## config.mk

```make
export PLATFORM = sky130hd
export DESIGN_NAME = ft6206_i2c_target
export DESIGN_NICKNAME = d
export VERILOG_FILES = /design/src/rtl/ft6206_i2c_target.sv
export SDC_FILE = /design/constraint.sdc
export NUM_CORES = 1
export LEC_CHECK = 0
export ABC_AREA = 1
export BUFFER_PORTS_ARGS = -buffer_cell sky130_fd_sc_hd__clkbuf_2
export CAP_MARGIN = 30
export CORE_AREA = 2 2 99 101
export CTS_CLUSTER_DIAMETER = 120
export CTS_CLUSTER_SIZE = 16
export DETAILED_ROUTE_END_ITERATION = 8
export DIE_AREA = 0 0 101 103
export PLACE_DENSITY = 0.8
export SYNTH_ARGS = -nofsm -noshare
export SYNTH_HDL_FRONTEND = slang
export SYNTH_SLANG_ARGS = --single-unit
```

## constraint.sdc

```tcl
create_clock -name clk -period 2.2 [get_ports clk]
set_clock_uncertainty 0.1 [all_clocks]
set_input_delay 0.11 -clock clk [delete_from_list [all_inputs] [get_ports clk]]
set_output_delay 0.11 -clock clk [all_outputs]
set_load 0.05 [all_outputs]
```

## src/rtl/ft6206_i2c_target.sv

```systemverilog
// ft6206_i2c_target: I2C target serving an FT6206-style touch register file.
// Touch inputs are snapshotted at every START so a burst reads one coherent sample.
`timescale 1ns/1ps
module ft6206_i2c_target #(
  parameter logic [6:0] ADDR        = 7'h38,
  parameter logic [7:0] CHIP_ID     = 8'h06,
  parameter logic [7:0] VENDOR_ID   = 8'h11,
  parameter int         SYNC_STAGES = 2
) (
  input  logic        clk,
  input  logic        rstb,
  input  logic        scl,
  input  logic        sda_in,
  output logic        sda_oe,
  input  logic        touch0_valid,
  input  logic [11:0] touch0_x,
  input  logic [11:0] touch0_y,
  input  logic        touch1_valid,
  input  logic [11:0] touch1_x,
  input  logic [11:0] touch1_y,
  output logic [7:0]  dev_mode,
  output logic [7:0]  th_group,
  output logic        busy
);
  typedef enum logic [2:0] {
    S_IDLE, S_ADDR, S_ADDR_ACK, S_WR_BYTE, S_WR_ACK, S_RD_BYTE, S_RD_ACK, S_WAIT_STOP
  } state_t;
  state_t state_q, state_d;
  logic [SYNC_STAGES-1:0] scl_sync_q, sda_sync_q;
  logic scl_prev_q, sda_prev_q, scl_s, sda_s, scl_rise, scl_fall, start, stop;
  logic [7:0] shift_q, shift_d, ptr_q, ptr_d, dev_mode_q, dev_mode_d, th_group_q, th_group_d;
  logic [7:0] rd_data, wr_byte;
  logic [3:0] cnt_q, cnt_d;
  logic rw_q, rw_d, first_q, first_d, sda_oe_q, sda_oe_d, busy_q, busy_d;
  logic t0v_q, t1v_q;
  logic [11:0] t0x_q, t0y_q, t1x_q, t1y_q;
  assign scl_s    = scl_sync_q[SYNC_STAGES-1];
  assign sda_s    = sda_sync_q[SYNC_STAGES-1];
  assign scl_rise = scl_s & ~scl_prev_q;
  assign scl_fall = ~scl_s & scl_prev_q;
  assign start    = scl_s & scl_prev_q & sda_prev_q & ~sda_s;
  assign stop     = scl_s & scl_prev_q & ~sda_prev_q & sda_s;
  assign wr_byte  = {shift_q[6:0], sda_s};
  assign sda_oe   = sda_oe_q;
  assign busy     = busy_q;
  assign dev_mode = dev_mode_q;
  assign th_group = th_group_q;
  always_comb begin
    rd_data = 8'h00;
    case (ptr_q)
      8'h00: rd_data = dev_mode_q;
      8'h02: rd_data = {6'b0, {1'b0, t0v_q} + {1'b0, t1v_q}};
      8'h03: rd_data = {1'b1, ~t0v_q, 2'b00, t0x_q[11:8]};
      8'h04: rd_data = t0x_q[7:0];
      8'h05: rd_data = {4'h0, t0y_q[11:8]};
      8'h06: rd_data = t0y_q[7:0];
      8'h09: rd_data = {1'b1, ~t1v_q, 2'b00, t1x_q[11:8]};
      8'h0A: rd_data = t1x_q[7:0];
      8'h0B: rd_data = {4'h1, t1y_q[11:8]};
      8'h0C: rd_data = t1y_q[7:0];
      8'h80: rd_data = th_group_q;
      8'hA3: rd_data = CHIP_ID;
      8'hA8: rd_data = VENDOR_ID;
      default: rd_data = 8'h00;
    endcase
  end
  always_comb begin
    state_d    = state_q;
    shift_d    = shift_q;
    ptr_d      = ptr_q;
    cnt_d      = cnt_q;
    rw_d       = rw_q;
    first_d    = first_q;
    sda_oe_d   = sda_oe_q;
    busy_d     = busy_q;
    dev_mode_d = dev_mode_q;
    th_group_d = th_group_q;
    if (start) begin
      state_d  = S_ADDR;
      cnt_d    = 4'd0;
      sda_oe_d = 1'b0;
      first_d  = 1'b1;
    end else if (stop) begin
      state_d  = S_IDLE;
      sda_oe_d = 1'b0;
      busy_d   = 1'b0;
    end else begin
      case (state_q)
        S_ADDR: if (scl_rise) begin
          shift_d = wr_byte;
          cnt_d   = cnt_q + 4'd1;
          if (cnt_q == 4'd7) begin
            cnt_d   = 4'd0;
            rw_d    = sda_s;
            busy_d  = busy_q | (wr_byte[7:1] == ADDR);
            state_d = (wr_byte[7:1] == ADDR) ? S_ADDR_ACK : S_WAIT_STOP;
          end
        end
        // First fall after the 8th bit pulls ACK; the second fall ends it.
        S_ADDR_ACK: if (scl_fall) begin
          cnt_d    = 4'd0;
          sda_oe_d = !sda_oe_q ? 1'b1 : rw_q & ~rd_data[7];
          shift_d  = (sda_oe_q && rw_q) ? rd_data : shift_q;
          state_d  = !sda_oe_q ? S_ADDR_ACK : rw_q ? S_RD_BYTE : S_WR_BYTE;
        end
        S_WR_BYTE: if (scl_rise) begin
          shift_d = wr_byte;
          cnt_d   = cnt_q + 4'd1;
          if (cnt_q == 4'd7) begin
            cnt_d   = 4'd0;
            state_d = S_WR_ACK;
            first_d = 1'b0;
            ptr_d   = first_q ? wr_byte : ptr_q + 8'd1;
            if (!first_q && ptr_q == 8'h00) dev_mode_d = wr_byte;
            if (!first_q && ptr_q == 8'h80) th_group_d = wr_byte;
          end
        end
        S_WR_ACK: if (scl_fall) begin
          sda_oe_d = ~sda_oe_q;
          state_d  = sda_oe_q ? S_WR_BYTE : S_WR_ACK;
        end
        S_RD_BYTE: begin
          if (scl_rise) cnt_d = cnt_q + 4'd1;
          if (scl_fall) begin
            shift_d  = {shift_q[6:0], 1'b0};
            sda_oe_d = (cnt_q == 4'd8) ? 1'b0 : ~shift_q[6];
            cnt_d    = (cnt_q == 4'd8) ? 4'd0 : cnt_q;
            state_d  = (cnt_q == 4'd8) ? S_RD_ACK : S_RD_BYTE;
          end
        end
        S_RD_ACK: begin
          if (scl_rise) begin
            state_d = sda_s ? S_WAIT_STOP : S_RD_ACK;
            ptr_d   = sda_s ? ptr_q : ptr_q + 8'd1;
            cnt_d   = sda_s ? 4'd0 : 4'd1;
          end
          if (scl_fall && cnt_q == 4'd1) begin
            cnt_d    = 4'd0;
            shift_d  = rd_data;
            sda_oe_d = ~rd_data[7];
            state_d  = S_RD_BYTE;
          end
        end
        default: ;
      endcase
    end
  end
  always_ff @(posedge clk or negedge rstb) begin
    if (!rstb) begin
      scl_sync_q <= '1;
      sda_sync_q <= '1;
      scl_prev_q <= 1'b1;
      sda_prev_q <= 1'b1;
      state_q    <= S_IDLE;
      shift_q    <= 8'h00;
      ptr_q      <= 8'h00;
      cnt_q      <= 4'd0;
      rw_q       <= 1'b0;
      first_q    <= 1'b0;
      sda_oe_q   <= 1'b0;
      busy_q     <= 1'b0;
      dev_mode_q <= 8'h00;
      th_group_q <= 8'h80;
      t0v_q      <= 1'b0;
      t1v_q      <= 1'b0;
      t0x_q      <= 12'h000;
      t0y_q      <= 12'h000;
      t1x_q      <= 12'h000;
      t1y_q      <= 12'h000;
    end else begin
      scl_sync_q <= {scl_sync_q[SYNC_STAGES-2:0], scl};
      sda_sync_q <= {sda_sync_q[SYNC_STAGES-2:0], sda_in};
      scl_prev_q <= scl_s;
      sda_prev_q <= sda_s;
      state_q    <= state_d;
      shift_q    <= shift_d;
      ptr_q      <= ptr_d;
      cnt_q      <= cnt_d;
      rw_q       <= rw_d;
      first_q    <= first_d;
      sda_oe_q   <= sda_oe_d;
      busy_q     <= busy_d;
      dev_mode_q <= dev_mode_d;
      th_group_q <= th_group_d;
      if (start) begin
        t0v_q <= touch0_valid;
        t1v_q <= touch1_valid;
        t0x_q <= touch0_x;
        t0y_q <= touch0_y;
        t1x_q <= touch1_x;
        t1y_q <= touch1_y;
      end
    end
  end
endmodule
```

== Word level (Yosys, flattened, before mapping) ==
Cells that the tools add are included.

* Add/subtract/negate cells: 3
* Eq/ne operators: 46
* Muxes and demuxes: 61
* Bitwise logic cells: 20
* Reduce and logical (&&, ||, !) cells: 28

{| class="wikitable"
|+ Operator list
! operator !! count
|-
| $pmux 8 s13 || 1
|-
| $mux 3 || 15
|-
| $ne 4x4->1 const B || 11
|-
| $mux 4 || 10
|-
| $mux 8 || 5
|-
| $mux 7 || 5
|-
| $eq 8x4->1 const B || 4
|-
| $pmux 7 s4 || 1
|-
| $eq 8x3->1 const B || 3
|-
| $eq 8x8->1 const B || 3
|-
| $mux 1 || 19
|-
| $ne 2x2->1 const B || 9
|-
| $pmux 3 s6 || 1
|-
| $eq 8x2->1 const B || 2
|-
| $pmux 4 s4 || 1
|-
| $pmux 8 s2 || 1
|-
| $reduce_and 7->1 || 2
|-
| $reduce_bool 2->1 || 7
|-
| $reduce_and 6->1 || 2
|-
| $not 1->1 || 11
|-
| $reduce_and 5->1 || 2
|-
| $eq 3x3->1 const B || 3
|-
| $reduce_and 9->1 || 1
|-
| $add 8x1->8 const B || 1
|-
| other kinds (26) || 38
|}

* Bits in registers: 98
* Output and inout port bits: 18

== Longest topological paths before layout ==
Gate-level depths: netlist of the first run.

* Depth after elaboration: 9
* Gate-level depth with buffers: 13
* Depth with buffers taken out: 13

== Least setup slack after synthesis of the first run ==
Ideal clock, no wire load.

* Path type: flip-flop to flip-flop
* Start: register scl_sync_q[1]
* End: register ptr_q[3]
* Data arrival time: 1625 ps
* Path slack: 345 ps
* Cell stages (with the launch flop): 10
* Path buffers: 1
* Period minus slack after synthesis: 1855 ps
* Cells stage by stage: dfstp_2 ha_1 nand3_1 nand2_4 inv_1 nand3_2 inv_2 buf_6 o211ai_1 o21ai_0

* Cells in the longest elaborated chain, start to end: 5
* Elaborated cells on any way between the ends: 11
* Classes of those cells: eq/ne: 2; bitwise: 8; reduce/logical: 1

{| class="wikitable"
|+ RTL lines
! item !! RTL line !! text
|-
| start: declaration || 29 || <nowiki>logic [SYNC_STAGES-1:0] scl_sync_q, sda_sync_q;</nowiki>
|-
| start signal: assignment || 171 || <nowiki>scl_sync_q <= {scl_sync_q[SYNC_STAGES-2:0], scl};</nowiki>
|-
| $and 1x1->1 || 41, 42 ||
|-
| $and 1x1->1, on equally long branches (2 in series) || 42, 41 ||
|-
| $not 1->1 (no source line) || -- ||
|-
| $reduce_and 7->1 (no source line) * || -- ||
|-
| end signal: assignment || 177 || <nowiki>ptr_q <= ptr_d;</nowiki>
|-
| end: declaration || 31 || <nowiki>logic [7:0] shift_q, shift_d, ptr_q, ptr_d, dev_mode_q, dev_mode_d, th_group_q, th_group_d;</nowiki>
|}

Every way passes the cells marked *; elsewhere a longest branch is shown, timed or not.
A chain may end at the register's enable or synchronous reset.

== Final worst setup path of the first run ==
* Start: register scl_sync_q[1]
* End: register state_q[0]

* Cells in the longest elaborated chain, start to end: 7
* Elaborated cells on any way between the ends: 23
* Classes of those cells: eq/ne: 8; mux: 4; bitwise: 8; reduce/logical: 3

{| class="wikitable"
|+ RTL lines
! item !! RTL line !! text
|-
| $not 1->1 || 40 || <nowiki>assign scl_fall = ~scl_s & scl_prev_q;</nowiki>
|-
| $and 1x1->1 || 40 ||
|-
| $logic_and 1x1->1 || 137 || <nowiki>if (scl_fall && cnt_q == 4'd1) begin</nowiki>
|-
| $mux 3 || 137 ||
|-
| $pmux 3 s6 || 88 || <nowiki>case (state_q)</nowiki>
|-
| $mux 3 || 83 || <nowiki>end else if (stop) begin</nowiki>
|-
| $mux 3 || 78 || <nowiki>if (start) begin</nowiki>
|-
| end signal: assignment || 175 || <nowiki>state_q <= state_d;</nowiki>
|-
| end: declaration || 28 || <nowiki>state_t state_q, state_d;</nowiki>
|}

Several ways; a longest one is shown, not always the timed one.

==> summary.txt, run 1 <==
run status: finished, final reports clean
count of antenna diodes in the layout: 0
Critical Path Source: scl_sync_q[1]
number of nets in the finished design: 913
num rows: 36
Avg Inst Size Synth: 7.47 sq um
final setup TNS: 0 ns
instance count of the mapped netlist: 715
antenna violations before repair: 0
largest stage delay on the critical path: 0.57 ns
worst r2r src: scl_sync_q[1]
RSZ-0062 raised after global routing: false
average wire per standard cell: 16.6 um
total of max-cap violations: 0
Top cell by count, worst path: sky130_fd_sc_hd__nand2_1
yosys warns: 0
Clock Pin Slew Worst Setup and Hold Paths: 0.10 ns
power density relative to cell area: 999 nW/um^2
share of Yosys cell area claimed by the top area cell type: 0.426
fraction of layout cells with a size suffix above 1: 0.178
met1 global-route usage: 0.388
Synth Net Count: 780
die height: 103 um
cell taking the most area after synthesis: sky130_fd_sc_hd__dfrtp_1
startpoint types: register
TritonCTS clock tree: built
CTS HTree Levels: 3
post-DP HPWL: 11100 um
Placeable Area: 9460 sq um
count of buffers from port buffering: 71
vias in the first global route: 5209
detailed-route wire length: 16100 um
count of vias placed by the detailed router: 5357
max_slew headroom: 0.679
critical-path cell list: ha_1, nand3_1, nand2_4, inv_1, nand3_1, nand2_1, nor2_1, nand2_2, inv_1, nand2_1, nand2_1
number of iterations in the first detailed-routing pass: 7
Clock Path Buffers: 2
post-detailed-route via-to-cell ratio: 5.54
final setup violation count: 0
met2 track demand over resource in global routing: 0.562
Sink Count: 98
count of state elements after synthesis: 98
detailed-route DRC error count: 0
hold violation count in the final report: 0
cell family contributing the most delay on the critical path: simple AND/OR/NAND/NOR gates
leakage power summed over all cells: 3.40 nW
layer with the highest usage after global routing: met2
effective utilization at floorplan: 0.565
total grt overflow: 0
area of the die: 10400 sq um
combined buffer and inverter count along the critical path: 2
GR met3 Demand/Resource: 0.0495
first-pass GRT wire length: 25400 um
peak fanout along the critical path: 8
final standard cell count with taps included and fillers excluded: 967
kind of capture point of the worst setup path: register
GRT Overall Usage: 0.320
final critical-path required period: 2.06 ns
count of boundary I/O pins: 72
post-route fraction of the period consumed by the critical path: 0.935
crit path max-delay cell type: sky130_fd_sc_hd__dfstp_2
Worst Setup Path Type: register to register
instance count after placement with tap cells included: 895
Fmax: 0.486 GHz
pin count of the biggest net entering global routing: 54
placer's final routability congestion estimate: 0.995
Synth async-reset ratio: 1.00
biggest area contributors in the synthesized netlist: sky130_fd_sc_hd__dfrtp_1 (43%), sky130_fd_sc_hd__nand2_1 (21%), sky130_fd_sc_hd__nand3_1 (4.0%)
path category of the worst min-delay check: primary input to async pin
Unique masters post-synth: 44
Num CTS Buffers: 9
sequential-to-total area share from yosys stat: 0.461
Main synth FF type: sky130_fd_sc_hd__dfrtp_1
insertion delay to the later sink of the worst-skew pair: 0.39 ns
maximum resistive drop on vdd: 0.608 mV
post-synthesis to final-layout area growth: 23.6%
Post-Synthesis Cell Area: 5340 sq um
fillers: 781
Crit path arrival time: 2.27 ns
worst endpoint required time: 2.42 ns
Detailed Route Iter0 Violations: 347
Pins Over Slew Limit: 0
overall die width: 101 um
post-route ant nets: 0
number of enable-type register cells in the synthesized netlist: 0
root buffer cell: sky130_fd_sc_hd__clkbuf_8
pin slew with the least headroom to its limit: 0.482 ns
[routing by layer]
metal / wire (um) / vias up
li1: - / 2530
met1: 6390 / 2525
met2: 8210 / 253
met3: 848 / 49
met4: 616 / 0
met5: 0 / -
[layout make-up]
cell class	instances	area, sq um	share of cell area
clock inverters	6	41.3	0.00625
well taps	114	143	0.0216
repair buffers	141	1040	0.158
flip-flops and latches	98	2460	0.373
multi-input cells	545	2580	0.391
clock buffers	10	128	0.0193
inverters	53	208	0.0314
[cells in the final DEF, fill, tap and decap left out, drive strengths merged, types with 2 or more instances in the layout]
cell type,n
dlygate4sd3,53
o211ai,3
clkinv,4
dfrtp,91
nand2,311
nor3,12
ha,11
nand3,46
clkbuf,80
xor2,5
buf,18
clkinvlp,3
nor3b,3
nor2,67
a21oi,21
nand4,8
inv,52
a31oi,2
dfstp,7
o21ai,49
[power by group]
part	leakage [nW]	total [mW]	internal, mW	switching (mW)
sequential	1.22	2.61	2.19	0.413
clock	0.0787	1.09	0.412	0.678
combinational	2.10	2.90	0.980	1.92
[per-stage QoR]
stage / util / total power [mW] / worst slack (ns) / cell area [sq um] / hold slack (ns)
after floorplan: - / 4.56 / 0.345 / 5340 / -0.286
after global placement: 0.621 / 5.24 / 0.202 / 5870 / -0.0206
after detailed placement: 0.621 / 5.31 / 0.165 / 5870 / -0.0153
after CTS: 0.695 / 6.45 / 0.155 / 6570 / 0.122
after global routing: 0.698 / 7.00 / 0.000606 / 6610 / 0.132
final: 0.698 / 6.60 / 0.142 / 6610 / 0.103
[state kept, by name (all words and copies together), names as in the netlist, 2 cells and up]
register    flops
t0x_q          12
t0y_q          12
t1x_q          12
t1y_q          12
dev_mode        8
ptr_q           8
th_group        8
shift_q         7
cnt_q           4
state_q         3
scl_sync_q      2
sda_sync_q      2
[final timing paths]
| kind | end | cells past startpoint | slack (ns) |
|---|---|---|---|
| worst max-delay path | state_q[0] | 11 | 0.14 |
| min in group clk | scl_sync_q[1] | 0 | 0.26 |
| worst min-delay path | state_q[1] | 2 | 0.10 |
| worst min register to register | scl_sync_q[1] | 0 | 0.26 |
| max in group asynchronous | t0y_q[9] | 3 | 1.18 |
| worst max register to register | state_q[0] | 11 | 0.14 |
[cell usage after synthesis (all sizes together) (2+ instances only)]
cell type,instances
ha,11
a31oi,2
clkinv,2
o21ai,49
dfstp,7
nand3,46
nor2,67
a21oi,21
nand4,8
xor2,5
nor3b,3
buf,13
clkbuf,6
dfrtp,91
inv,51
o211ai,3
nor3,12
nand2,311
[kinds of logic (layout without fill, tap and decap cells)]
| kind of cell | count (synthesis) | count (layout) | share of synthesized area |
|---|---|---|---|
| AO/OA/AOI/OAI | 79 | 79 | 0.0817 |
| flip-flops | 98 | 98 | 0.461 |
| adder cells (fa/ha/maj) | 11 | 11 | 0.0258 |
| XOR/XNOR | 5 | 5 | 0.00819 |
| AND/OR/NAND/NOR | 450 | 450 | 0.366 |
| buffers and inverters | 72 | 210 | 0.0576 |
[repair_timing]
action | 4_1_cts | 5_1_grt
endpoints found under the hold margin | 124 | 0
setup buffers | 0 | 3
resized for setup | 0 | 1
hold buffers | 53 | 0
setup endpoints to repair | 0 | 11
Power figures use the tool's default switching activity.
==> run 2, diff against run 1 <==
--- a/config.mk
+++ b/config.mk
@@ -5,7 +5,6 @@
 export SDC_FILE = /design/constraint.sdc
 export NUM_CORES = 1
 export LEC_CHECK = 0
-export ABC_AREA = 1
 export BUFFER_PORTS_ARGS = -buffer_cell sky130_fd_sc_hd__clkbuf_2
 export CAP_MARGIN = 30
 export CORE_AREA = 2 2 99 101
@@ -13,7 +12,7 @@
 export CTS_CLUSTER_SIZE = 16
 export DETAILED_ROUTE_END_ITERATION = 8
 export DIE_AREA = 0 0 101 103
-export PLACE_DENSITY = 0.8
+export PLACE_DENSITY = 0.78
 export SYNTH_ARGS = -nofsm -noshare
 export SYNTH_HDL_FRONTEND = slang
 export SYNTH_SLANG_ARGS = --single-unit
==> summary.txt, run 2 <==
top layer reached by signal wires: met4
final setup violation count: 5 (+5)
placer's final routability congestion estimate: 0.968 (-2.7%)
worst slack at placement: -0.0869 ns (-0.251 ns)
instance count after placement with tap cells included: 723 (-19%)
final standard cell count with taps included and fillers excluded: 801 (-17%)
total grt overflow: 0 (unchanged)
count of state elements after synthesis: 98 (unchanged)
share of Yosys cell area claimed by the top area cell type: 0.434 (+0.00824)
metal1 wirelength: 6750 um (+5.7%)
peak fanout along the critical path: 6 (-2)
Worst Setup Path Type: register to register
area of placed instances: 6130 sq um (+4.3%)
kind of capture point of the worst setup path: register
Detailed Route Iter0 Violations: 370 (+6.6%)
Num CTS Buffers: 9 (unchanged)
Avg Inst Size Synth: 10.3 sq um (+38%)
cell taking the most area after synthesis: sky130_fd_sc_hd__dfrtp_1
post-route fraction of the period consumed by the critical path: 1.02 (+0.0808)
fraction of layout cells with a size suffix above 1: 0.390 (+0.212)
depth of the worst register-to-register path: 6 (-5)
area of the die: 10400 sq um (unchanged)
Unique masters post-synth: 63 (+43%)
final setup TNS: -0.114 ns (-0.114 ns)
destination of the worst register-to-register timing path: shift_q[6]
num rows: 36 (unchanged)
Synth Net Count: 573 (-27%)
path category of the worst min-delay check: primary input to async pin
top cell types by occurrence after synthesis: sky130_fd_sc_hd__dfrtp_1 (91), sky130_fd_sc_hd__mux2_2 (70), sky130_fd_sc_hd__nand2_1 (50), sky130_fd_sc_hd__o21ai_0 (33), sky130_fd_sc_hd__a21oi_1 (29)
post-detailed-route via-to-cell ratio: 6.13 (+11%)
post-route ant nets: 0 (unchanged)
number of iterations in the first detailed-routing pass: 5 (-2)
antenna violations before repair: 0 (unchanged)
count of buffers from port buffering: 71 (unchanged)
effective utilization at floorplan: 0.554 (-0.0107)
biggest area contributors in the synthesized netlist: sky130_fd_sc_hd__dfrtp_1 (43%), sky130_fd_sc_hd__mux2_2 (15%), sky130_fd_sc_hd__nand2_1 (3.6%)
max_slew headroom: 0.615 (-0.0637)
RSZ-0062 raised after global routing: true
count of antenna diodes in the layout: 0 (unchanged)
met2 WL: 8090 um (-1.5%)
Pins Over Slew Limit: 0 (unchanged)
number of enable-type register cells in the synthesized netlist: 0 (unchanged)
yosys warns: 0 (unchanged)
cell with the most instances after synthesis: sky130_fd_sc_hd__dfrtp_1
startpoint types: register
detailed-route wire length: 16500 um (+3.0%)
vias in the first global route: 4912 (-5.7%)
sequential-to-total area share from yosys stat: 0.469 (+0.00890)
count of vias placed by the detailed router: 4910 (-8.3%)
overall die width: 101 um (unchanged)
Placeable Area: 9460 sq um (unchanged)
Post-Route Utilization: 0.745 (+0.0471)
worst r2r src: scl_prev_q
post-DP HPWL: 11000 um (-1.3%)
power density relative to cell area: 999 nW/um^2 (about the same)
post-synthesis to final-layout area growth: 34.5%
violated checks: negative setup slack
Post-Synthesis Cell Area: 5240 sq um (-1.9%)
Clock Pin Slew Worst Setup and Hold Paths: 0.10 ns (about the same)
detailed-route DRC error count: 0 (unchanged)
run status: finished, violations left
GRT Overall Usage: 0.335 (+0.0146)
pin slew with the least headroom to its limit: 0.576 ns (+0.0941 ns)
Synth async-reset ratio: 1.00 (unchanged)
average wire per standard cell: 20.7 um (+24%)
TritonCTS clock tree: built
maximum resistive drop on vdd: 0.761 mV (+25%)
Main synth FF type: sky130_fd_sc_hd__dfrtp_1
Sink Count: 98 (unchanged)
Clock Path Buffers: 2 (unchanged)
insertion delay to the later sink of the worst-skew pair: 0.37 ns (-0.02 ns)
total power: 7.05 mW (+6.8%)
highest-count cells in the layout ignoring fill and taps: sky130_fd_sc_hd__dfrtp_1 (88), sky130_fd_sc_hd__clkbuf_2 (70), sky130_fd_sc_hd__mux2_2 (69)
hold slack: 0.0930 ns (-0.0102 ns)
Crit path arrival time: 2.43 ns (+0.16 ns)
number of nets in the finished design: 747 (-18%)
pin count of the biggest net entering global routing: 53 (-1.9%)
total non-filler cell area in the finished layout: 7050 sq um (+6.7%)
Fmax: 0.447 GHz (-8.0%)
die height: 103 um (unchanged)
leading cell type in the layout, fill and taps excluded: sky130_fd_sc_hd__dfrtp_1
instance count of the mapped netlist: 508 (-29%)
final critical-path required period: 2.24 ns (+0.178 ns)
leakage power summed over all cells: 3.14 nW (-7.8%)
total of max-cap violations: 0 (unchanged)
worst endpoint required time: 2.39 ns (-0.03 ns)
hold violation count in the final report: 0 (unchanged)
Met3 Wirelength: 1210 um (+42%)
CTS HTree Levels: 3 (unchanged)
first-pass GRT wire length: 26200 um (+2.9%)
root buffer cell: sky130_fd_sc_hd__clkbuf_8
setup slack of the critical path after layout: -0.0353 ns (-0.178 ns)
worst-case register-to-register setup slack: -0.04 ns (-0.18 ns)
count of boundary I/O pins: 72 (unchanged)
==> run 2: cell count changes in the layout (fill, tap and decap cells not counted), sizes merged, moves of 8 or more <==
cell	delta
a21oi	+8
a22oi	+10
buf	+54
inv	-35
mux2	+70
nand2	-261
nand3	-25
nor2	-40
o21ai	-14
o221ai	+8
==> run 2: cells by family after synthesis <==
group	count (synthesis)	share of synthesized area
DFF	98	0.469
AOI/OAI and AO/OA	132	0.166
muxes	77	0.164
adders and majority gates	11	0.0263
and+or+nand+nor	142	0.136
buffers and inverters	48	0.0389
==> run 2: cell type report <==
cell class	count	area (sq um)
multi-input cells	362	2730
flip-flops and latches	98	2460
fillers	653	2410
repair buffers	195	1480
well taps	114	143
clock buffers	10	138
inverters	16	62.6
clock inverters	6	40.0
==> run 2: what timing repair did <==
item,CTS,global route
gates resized for setup,14,21
hold buffers,53,0
hold endpoints to repair,122,0
pin swaps,11,5
endpoints found under the setup margin,22,33
buffers inserted,4,5
==> run 2: routing by layer <==
layer	global-route usage	vias to the layer above
met2	0.547	256
met1	0.447	2394
met5	0	-
li1	-	2221
met4	0.127	0
met3	0.0644	39
==> run 2: report_power, final <==
| part | internal (mW) | total, mW | switching (mW) |
|---|---|---|---|
| Sequential | 2.18 | 2.62 | 0.436 |
| Clock | 0.443 | 1.10 | 0.661 |
| Combinational | 1.53 | 3.32 | 1.79 |
| Total | 4.16 | 7.05 | 2.89 |
==> run 2: worst max path at each step <==
| stage | slack [ns] | endpoint | startpoint | cells after the start |
|---|---|---|---|---|
| floorplan | -0.003 | th_group[0] | scl_sync_q[1] | 6 |
| global placement | -0.06 | shift_q[3] | scl_prev_q | 6 |
| detailed placement | -0.09 | shift_q[6] | scl_prev_q | 6 |
| CTS | -0.05 | shift_q[2] | scl_prev_q | 6 |
| global route | -0.08 | shift_q[3] | scl_prev_q | 6 |
| finish | -0.04 | shift_q[6] | scl_prev_q | 6 |
==> run 2: worst max-delay path, stage by stage (launching register included) <==
cell	delay [ns]
sky130_fd_sc_hd__dfstp_2	0.57
sky130_fd_sc_hd__ha_4	0.17
sky130_fd_sc_hd__and4bb_4	0.29
sky130_fd_sc_hd__a21oi_2	0.06
sky130_fd_sc_hd__or3_4	0.41
sky130_fd_sc_hd__a311o_1	0.36
sky130_fd_sc_hd__o221ai_1	0.20
==> run 3, diff against run 2 <==
--- a/config.mk
+++ b/config.mk
@@ -7,11 +7,12 @@
 export LEC_CHECK = 0
 export BUFFER_PORTS_ARGS = -buffer_cell sky130_fd_sc_hd__clkbuf_2
 export CAP_MARGIN = 30
-export CORE_AREA = 2 2 99 101
+export CORE_AREA = 4 4 101 103
 export CTS_CLUSTER_DIAMETER = 120
 export CTS_CLUSTER_SIZE = 16
 export DETAILED_ROUTE_END_ITERATION = 8
-export DIE_AREA = 0 0 101 103
+export DIE_AREA = 0 0 105 107
+export HOLD_SLACK_MARGIN = 0.12
 export PLACE_DENSITY = 0.78
 export SYNTH_ARGS = -nofsm -noshare
 export SYNTH_HDL_FRONTEND = slang
==> summary.txt, run 3 (synthesis results as in run 2) <==
Fmax: 0.433 GHz (-3.1%)
Num CTS Buffers: 9 (unchanged)
CTS HTree Levels: 3 (unchanged)
count of vias placed by the detailed router: 5180 (+5.5%)
fraction of layout cells with a size suffix above 1: 0.409 (+0.0186)
max_slew headroom: 0.465 (-0.150)
power density relative to cell area: 1040 nW/um^2 (+3.6%)
Crit path arrival time: 2.46 ns (+0.03 ns)
maximum resistive drop on vdd: 0.576 mV (-24%)
Clock Path Buffers: 2 (unchanged)
detailed-route DRC error count: 0 (unchanged)
post-detailed-route via-to-cell ratio: 6.47 (+5.5%)
vias in the first global route: 4987 (+1.5%)
violated checks: negative setup slack
Sink Count: 98 (unchanged)
final setup violation count: 9 (+4)
final critical-path required period: 2.31 ns (+0.0725 ns)
post-synthesis to final-layout area growth: 37.7%
fillers: 553 (-15%)
die height: 107 um (+3.9%)
startpoint types: register
insertion delay to the later sink of the worst-skew pair: 0.36 ns (about the same)
instance count after placement with tap cells included: 726 (+0.41%)
Worst Setup Path Type: register to register
post-route ant nets: 0 (unchanged)
run status: finished, violations left
post-DP HPWL: 11100 um (+0.85%)
overall die width: 105 um (+4.0%)
Post-Route Utilization: 0.785 (+0.0395)
first-pass GRT wire length: 27800 um (+6.1%)
count of buffers from port buffering: 71 (unchanged)
GRT Overall Usage: 0.319 (-0.0160)
detailed-route wire length: 18100 um (+9.7%)
num rows: 35 (-2.8%)
antenna violations before repair: 0 (unchanged)
count of boundary I/O pins: 72 (unchanged)
RSZ-0062 raised after global routing: true
highest-count cells in the layout ignoring fill and taps: sky130_fd_sc_hd__dfrtp_1 (90), sky130_fd_sc_hd__clkbuf_2 (70), sky130_fd_sc_hd__mux2_2 (69)
top layer reached by signal wires: met4
leakage power summed over all cells: 3.19 nW (+1.6%)
setup slack of the critical path after layout: -0.108 ns (-0.0725 ns)
area of the die: 11200 sq um (+8.0%)
leading cell type in the layout, fill and taps excluded: sky130_fd_sc_hd__dfrtp_1
number of iterations in the first detailed-routing pass: 6 (+1)
Placeable Area: 9200 sq um (-2.8%)
worst endpoint required time: 2.35 ns (-0.04 ns)
hold violation count in the final report: 0 (unchanged)
number of nets in the finished design: 750 (+0.40%)
path category of the worst min-delay check: primary input to async pin
kind of capture point of the worst setup path: register
total of max-cap violations: 0 (unchanged)
count of antenna diodes in the layout: 0 (unchanged)
placer's final routability congestion estimate: 0.971 (+0.28%)
Met3 Wirelength: 1850 um (+54%)
pin count of the biggest net entering global routing: 76 (+43%)
Clock Pin Slew Worst Setup and Hold Paths: 0.11 ns (about the same)
final standard cell count with taps included and fillers excluded: 801 (unchanged)
peak fanout along the critical path: 5 (-1)
TritonCTS clock tree: built
met2 WL: 8470 um (+4.7%)
root buffer cell: sky130_fd_sc_hd__clkbuf_8
Pins Over Slew Limit: 0 (unchanged)
post-route fraction of the period consumed by the critical path: 1.05 (+0.0330)
metal1 wirelength: 7020 um (+4.0%)
effective utilization at floorplan: 0.570 (+0.0158)
total grt overflow: 0 (unchanged)
average wire per standard cell: 22.7 um (+9.7%)
pin slew with the least headroom to its limit: 0.800 ns (+0.224 ns)
Detailed Route Iter0 Violations: 573 (+55%)
-- run 3: cell types whose count changed in the layout (fill, tap and decap cells not counted), moves of 3 or more --
cell and delta:
sky130_fd_sc_hd__clkinv_2 -3, sky130_fd_sc_hd__o21ai_1 +6, sky130_fd_sc_hd__buf_4 -5, sky130_fd_sc_hd__buf_6 +6
sky130_fd_sc_hd__o21ai_0 -8
-- run 3: path summary, 6_finish.rpt --
path / end / start / slack, ns / cells past startpoint
setup / recovery: shift_q[6] / scl_prev_q / -0.11 / 6
min in group clk: sda_sync_q[1] / sda_sync_q[0] / 0.27 / 0
max in group asynchronous: state_q[1] / rstb / 0.49 / 3
setup reg to reg: shift_q[6] / scl_prev_q / -0.11 / 6
hold / removal: sda_sync_q[0] / rstb / 0.22 / 2
hold reg to reg: sda_sync_q[1] / sda_sync_q[0] / 0.27 / 0
-- run 3: power breakdown --
group | internal [mW] | switching, mW | leakage [nW]
Combinational | 1.65 | 1.96 | 1.90
Sequential | 2.18 | 0.451 | 1.20
Clock | 0.541 | 0.688 | 0.0939
-- run 3: area by class of cell --
cell class	count	area (sq um)	share of cell area
well taps	111	139	0.0192
inverters	16	62.6	0.00867
clock buffers	10	128	0.0177
flip-flops and latches	98	2460	0.341
multi-input cells	362	2820	0.391
repair buffers	198	1540	0.213
clock inverters	6	71.3	0.00988
-- run 3: layer usage --
metal,global-route usage,vias to the layer above
li1,-,2218
met1,0.438,2477
met2,0.524,405
met3,0.0500,80
met4,0.0956,0
met5,0,-
-- run 3: critical path, cell delays in order, from the launching register on --
cell and delay (ns):
sky130_fd_sc_hd__dfstp_2 0.60, sky130_fd_sc_hd__ha_4 0.17, sky130_fd_sc_hd__and4bb_4 0.30, sky130_fd_sc_hd__a21oi_2 0.07
sky130_fd_sc_hd__or3_4 0.35, sky130_fd_sc_hd__a311o_1 0.38, sky130_fd_sc_hd__o221ai_1 0.23
-- run 3: timing repair --
item / CTS / global route
setup endpoints to repair: 29 / 38
pin swaps: 10 / 19
gates resized for setup: 20 / 44
hold buffers: 54 / 0
buffers inserted: 2 / 3
hold endpoints to repair: 149 / 0
-- run 3: through the flow --
stage                     hold WS [ns]  setup TNS (ns)  setup WS (ns)  area [sq um]  power, mW
after global placement         -0.0679           -1.41        -0.0735          6190       5.58
final                            0.223          -0.686         -0.108          7220       7.47
after global routing             0.246           -1.07         -0.157          7220       7.83
after CTS                        0.192          -0.391        -0.0826          7020       7.00
after detailed placement       -0.0651           -2.13         -0.152          6190       5.66
after floorplan                 -0.286         -0.0356       -0.00334          5270       4.32
